[config.mk]
export PLATFORM = sky130hd
export DESIGN_NAME = acc_job_scheduler
export DESIGN_NICKNAME = d
export VERILOG_FILES = /design/src/rtl/acc_job_scheduler.sv
export SDC_FILE = /design/constraint.sdc
export NUM_CORES = 1
export LEC_CHECK = 0
export CAP_MARGIN = 20
export CORE_ASPECT_RATIO = 1.1
export CORE_MARGIN = 8
export CORE_UTILIZATION = 55
export CTS_CLUSTER_SIZE = 10
export DETAILED_ROUTE_END_ITERATION = 16
export DONT_BUFFER_PORTS = 1
export PLACE_DENSITY_LB_ADDON = 0.05
export SYNTH_ARGS = -nofsm -noshare
export SYNTH_HDL_FRONTEND = slang
export SYNTH_SLANG_ARGS = --single-unit
export TNS_END_PERCENT = 100
[constraint.sdc]
create_clock -name clk -period 3.1 [get_ports clk]
set_input_delay 0.31 -clock clk [delete_from_list [all_inputs] [get_ports clk]]
set_output_delay 0.31 -clock clk [all_outputs]
set_load 0.005 [all_outputs]
[src/rtl/acc_job_scheduler.sv]
// Job queue and sequencer in front of dc_router_top: one job in flight, forced idle gap between jobs.
// Optional RUN watchdog enabled by defining ACC_SCHED_TIMEOUT_EN.
module acc_job_scheduler #(
    parameter int DEPTH      = 4,
    parameter int GAP_CYCLES = 4,
    parameter int TIMEOUT    = 1024
) (
    input  logic                     clk,
    input  logic                     reset,
    input  logic                     cmd_valid,
    output logic                     cmd_ready,
    input  logic [1:0]               cmd_instr,
    input  logic [31:0]              cmd_offset,
    input  logic [31:0]              cmd_filesize,
    output logic [31:0]              instruction,
    output logic [31:0]              offset,
    output logic [31:0]              filesize,
    input  logic                     acc_done,
    output logic                     busy,
    output logic                     job_done,
    output logic [$clog2(DEPTH):0]   queue_count,
    output logic                     timeout_err
);
    localparam int AW = $clog2(DEPTH);
    localparam int CW = AW + 1;
    localparam int GW = $clog2(GAP_CYCLES) + 1;

    typedef enum logic [1:0] {IDLE = 2'd0, RUN = 2'd1, GAP = 2'd2} state_t;
    state_t state_reg, state_next;

    logic [65:0]   mem [DEPTH];
    logic [AW-1:0] wr_ptr_reg, rd_ptr_reg;
    logic [CW-1:0] count_reg, count_next;
    logic          cmd_ready_reg;
    logic          push, pop;

    logic [1:0]    instr_reg;
    logic [31:0]   offset_reg, filesize_reg;
    logic          armed_reg, armed_next;
    logic [GW-1:0] gap_cnt_reg, gap_cnt_next;
    logic          job_done_reg, job_done_next;
    logic          load_job, clear_out;
    logic          done_q, timeout_hit;

    // NOP commands complete the handshake but never occupy a slot
    assign push   = cmd_valid && cmd_ready_reg && (cmd_instr != 2'b00);
    assign pop    = (state_reg == IDLE) && (count_reg != '0);
    assign done_q = acc_done && armed_reg;

    always_comb begin
        count_next = count_reg;
        if (push && !pop)
            count_next = count_reg + CW'(1);
        else if (pop && !push)
            count_next = count_reg - CW'(1);
    end

    always_ff @(posedge clk) begin
        if (reset) begin
            wr_ptr_reg    <= '0;
            rd_ptr_reg    <= '0;
            count_reg     <= '0;
            cmd_ready_reg <= 1'b1;
        end else begin
            if (push)
                wr_ptr_reg <= wr_ptr_reg + AW'(1);
            if (pop)
                rd_ptr_reg <= rd_ptr_reg + AW'(1);
            count_reg     <= count_next;
            cmd_ready_reg <= (count_next != CW'(DEPTH));
        end
    end

    always_ff @(posedge clk) begin
        if (push)
            mem[wr_ptr_reg] <= {cmd_instr, cmd_offset, cmd_filesize};
    end

    always_comb begin
        state_next    = state_reg;
        armed_next    = armed_reg;
        gap_cnt_next  = gap_cnt_reg;
        job_done_next = 1'b0;
        load_job      = 1'b0;
        clear_out     = 1'b0;
        case (state_reg)
            IDLE: begin
                if (count_reg != '0) begin
                    load_job   = 1'b1;
                    armed_next = 1'b0;
                    state_next = RUN;
                end
            end
            RUN: begin
                // a done still high from the previous job is ignored until it is seen low once
                if (!acc_done)
                    armed_next = 1'b1;
                if (done_q || timeout_hit) begin
                    job_done_next = done_q;
                    clear_out     = 1'b1;
                    gap_cnt_next  = GW'(GAP_CYCLES - 1);
                    state_next    = GAP;
                end
            end
            GAP: begin
                if (gap_cnt_reg == '0)
                    state_next = IDLE;
                else
                    gap_cnt_next = gap_cnt_reg - GW'(1);
            end
            default: state_next = IDLE;
        endcase
    end

    always_ff @(posedge clk) begin
        if (reset) begin
            state_reg    <= IDLE;
            armed_reg    <= 1'b0;
            gap_cnt_reg  <= '0;
            job_done_reg <= 1'b0;
            instr_reg    <= '0;
            offset_reg   <= '0;
            filesize_reg <= '0;
        end else begin
            state_reg    <= state_next;
            armed_reg    <= armed_next;
            gap_cnt_reg  <= gap_cnt_next;
            job_done_reg <= job_done_next;
            if (load_job)
                {instr_reg, offset_reg, filesize_reg} <= mem[rd_ptr_reg];
            else if (clear_out)
                {instr_reg, offset_reg, filesize_reg} <= '0;
        end
    end

`ifdef ACC_SCHED_TIMEOUT_EN
    localparam int TW = $clog2(TIMEOUT) + 1;
    logic [TW-1:0] to_cnt_reg;
    logic          timeout_err_reg;

    assign timeout_hit = (state_reg == RUN) && (to_cnt_reg == TW'(TIMEOUT - 1));

    always_ff @(posedge clk) begin
        if (reset) begin
            to_cnt_reg      <= '0;
            timeout_err_reg <= 1'b0;
        end else begin
            if (load_job)
                to_cnt_reg <= '0;
            else if (state_reg == RUN)
                to_cnt_reg <= to_cnt_reg + TW'(1);
            // a genuine completion on the same cycle wins over the watchdog
            if (timeout_hit && !done_q)
                timeout_err_reg <= 1'b1;
        end
    end

    assign timeout_err = timeout_err_reg;
`else
    assign timeout_hit = 1'b0;
    assign timeout_err = 1'b0;
`endif

    assign cmd_ready   = cmd_ready_reg;
    assign queue_count = count_reg;
    assign instruction = {30'd0, instr_reg};
    assign offset      = offset_reg;
    assign filesize    = filesize_reg;
    assign job_done    = job_done_reg;
    assign busy        = (state_reg != IDLE) || (count_reg != '0);
endmodule

==> impl_metrics.ini <==
[power]
powerDensity_nw_per_um2 = 880
finalPower_mw = 13.1
total_leakage_power_nw = 4.96
seqPwrFrac_pct = 47.9
clkPwrFrac_pct = 31.2
ir_worst_vdd_v = 0.000571
p_int_mw = 9.37
power_switching_mw = 3.72
power_frac_comb_pct = 20.8
swShare_pct = 28.4

[setup_path]
cp-start-kind = flip-flop
worstPathMaxFanout = 7
critical_path_class = flip-flop to output port
endpoint_kind = output port
cp.required_ns = 2.79
critPathArrivalTime_ns = 1.85

[global_route]
grt_pass1_wl_um = 39600
grt_pass1_vias = 6847
gr-total-overflow = 0
antenna_found_initial = 0
grt_max_degree = 81
grt_usage_pct = 18.1

[sta]
rsz0062_at_grt = no
finalSetupViolations = 0
max_freq_ghz = 0.464
tightest_slew_ns = 0.585
holdWs_ns = 0.0448
final.setup.tns_ns = 0
slew_headroom_pct = 61.0
final_hold_viol_count = 0
timing.final.ws_setup_ns = 0.945
finalCritPeriodShare_pct = 69.5
period_needed_ns = 2.16
drv_slew = 0
clock_skew_ns = 0.0147

[place]
routabilityCongestion = 0.750
post_dp_cell_area_um2 = 13000
place_inst = 976
port-buffer-count = 0
detailed_place_hpwl_um = 15600
place_ws_ns = 0.988

[yosys]
synthCells = 695
ys_types = 43
ys_ff_latch = 347
syn-cell-area_um2 = 12800
syn_avg_cell_area_um2 = 18.4
ys_warn_count = 0
seq_area_frac_synth_pct = 75.1

[clock_network]
cts_tree = built
clk_pin_slew_ns = 0.05
postCtsSetupRepairBufs = 0
ctsResizeCount = 0
cts_buffer_depth = 3
cts_buffers = 40
cts.sinks = 347
root_buffer = clkbuf_16
h-tree-depth = 2
clk_latency_ns = 0.51

[floorplanning]
fp.dieH_um = 176
rows = 58
core_area_um2 = 22900
die_w_um = 161
initial_core_util_pct = 55.9
pin_count = 173
die_area_um2 = 28400

[final_layout]
largest_reg_flops = 264
n_antenna_cell = 0
drive_gt1_share_pct = 17.0
final_area_um2 = 14900
final_util_pct = 65.0
nets = 864
final_cells = 1113
area_delta_synth_final_pct = 16.4

[min_path]
worstHoldPathType = input port to flip-flop

[job]
maxCapViolCount = 0

[routing]
drtPass1Iterations = 4
drtIter0Drc = 471
ant_nets = 0
via_per_inst = 5.74
wl_per_cell_um = 23.0
num_vias = 6385
routed_wl_um = 25500
drc = 0

[run_status]
outcome = complete, no violations
cells in the mapped netlist:
library cell / number / area share (%)
buf_2: 11 / 0.43
buf_1: 1 / 0.029
buf_6: 1 / 0.088
nor2_1: 74 / 2.2
ha_1: 9 / 0.88
a22oi_1: 66 / 3.9
o21ai_0: 2 / 0.078
nor3_1: 5 / 0.20
xor2_1: 1 / 0.069
o211a_1: 1 / 0.078
clkbuf_1: 17 / 0.50
dfxtp_1: 83 / 13
mux4_2: 66 / 12
a21oi_2: 1 / 0.069
buf_4: 39 / 2.3
nor4_1: 1 / 0.049
nand2_1: 8 / 0.24
o21a_1: 2 / 0.12
nor4b_1: 1 / 0.069
xnor2_1: 2 / 0.14
or4_1: 1 / 0.059
nor3_2: 1 / 0.078
a31oi_1: 1 / 0.049
a21oi_1: 5 / 0.20
nor3b_1: 1 / 0.059
and4b_1: 1 / 0.078
a221oi_1: 1 / 0.069
o221ai_1: 1 / 0.069
nand3_1: 1 / 0.039
o211ai_1: 2 / 0.12
nand4_1: 1 / 0.049
and3_1: 1 / 0.049
edfxtp_1: 264 / 62
nor2_2: 1 / 0.049
nand2b_1: 1 / 0.049
o31ai_1: 1 / 0.059
a311oi_1: 1 / 0.069
and2_1: 5 / 0.24
inv_1: 8 / 0.24
or2_4: 1 / 0.069
nor2b_1: 2 / 0.098
conb_1: 1 / 0.029
a211oi_1: 2 / 0.12
per-layer routing:
| layer | GRT usage [%] | wire, µm |
|---|---|---|
| met1 | 21.7 | 9960 |
| met5 | 0 | 0 |
| met2 | 30.4 | 12800 |
| met4 | 5.91 | 616 |
| met3 | 6.04 | 2180 |
power groups by stage:
| stage | logic [mW] | clock network (mW) | registers, mW |
|---|---|---|---|
| floorplan | 2.19 | 0 | 6.08 |
| global placement | 2.56 | 0 | 6.38 |
| detailed placement | 2.63 | 0 | 6.40 |
| CTS | 2.77 | 4.17 | 6.31 |
| global route | 3.01 | 4.36 | 6.37 |
| finish | 2.72 | 4.09 | 6.27 |
cells in the final DEF, fill, tap and decap left out, types with 18 or more instances in the layout:
master,n
clkbuf_1,29
clkbuf_16,41
edfxtp_1,264
dlygate4sd3_1,66
mux4_2,66
conb_1,31
a22oi_1,66
nor2_1,74
dfxtp_1,81
buf_4,18
final cells by class:
class,count,area [µm²]
tap,300,375
timing repair buffer,87,863
multi-input combinational,301,2860
fill,1574,8000
sequential,347,9600
inverter,8,30.0
clock buffer,70,1130
worst max-delay path: stages (launching register included):
cell	delay, ns
dfxtp_1	0.39
inv_1	0.13
ha_1	0.17
nor2b_1	0.42
nand2_1	0.23
path summary, 6_finish.rpt:
kind / slack (ns) / startpoint / cells past startpoint / to
max: 0.94 / queue_count[0]$_SDFF_PP0_ / 4 / busy
min: 0.04 / acc_done / 3 / armed_reg$_SDFFE_PP0P_
max reg2reg: 1.03 / queue_count[0]$_SDFF_PP0_ / 7 / flip-flop
min reg2reg: 0.50 / gap_cnt_reg[0]$_SDFFE_PP0P_ / 1 / gap_cnt_reg[0]$_SDFFE_PP0P_
timing repair:
action,in CTS,in global routing
hold buffers,67,0
setup endpoints to repair,0,0
hold endpoints to repair,346,0
cells by family after synthesis:
kind of cell             share of synthesized area, %
adder cells (fa/ha/maj)                         0.882
XOR/XNOR                                        0.206
AO/OA/AOI/OAI                                    4.97
buffers and inverters                            3.57
AND/OR/NAND/NOR                                  3.64
flip-flops                                       75.1
multiplexers                                     11.6
other                                          0.0294
No activity file was read; power rests on OpenSTA's default activity.
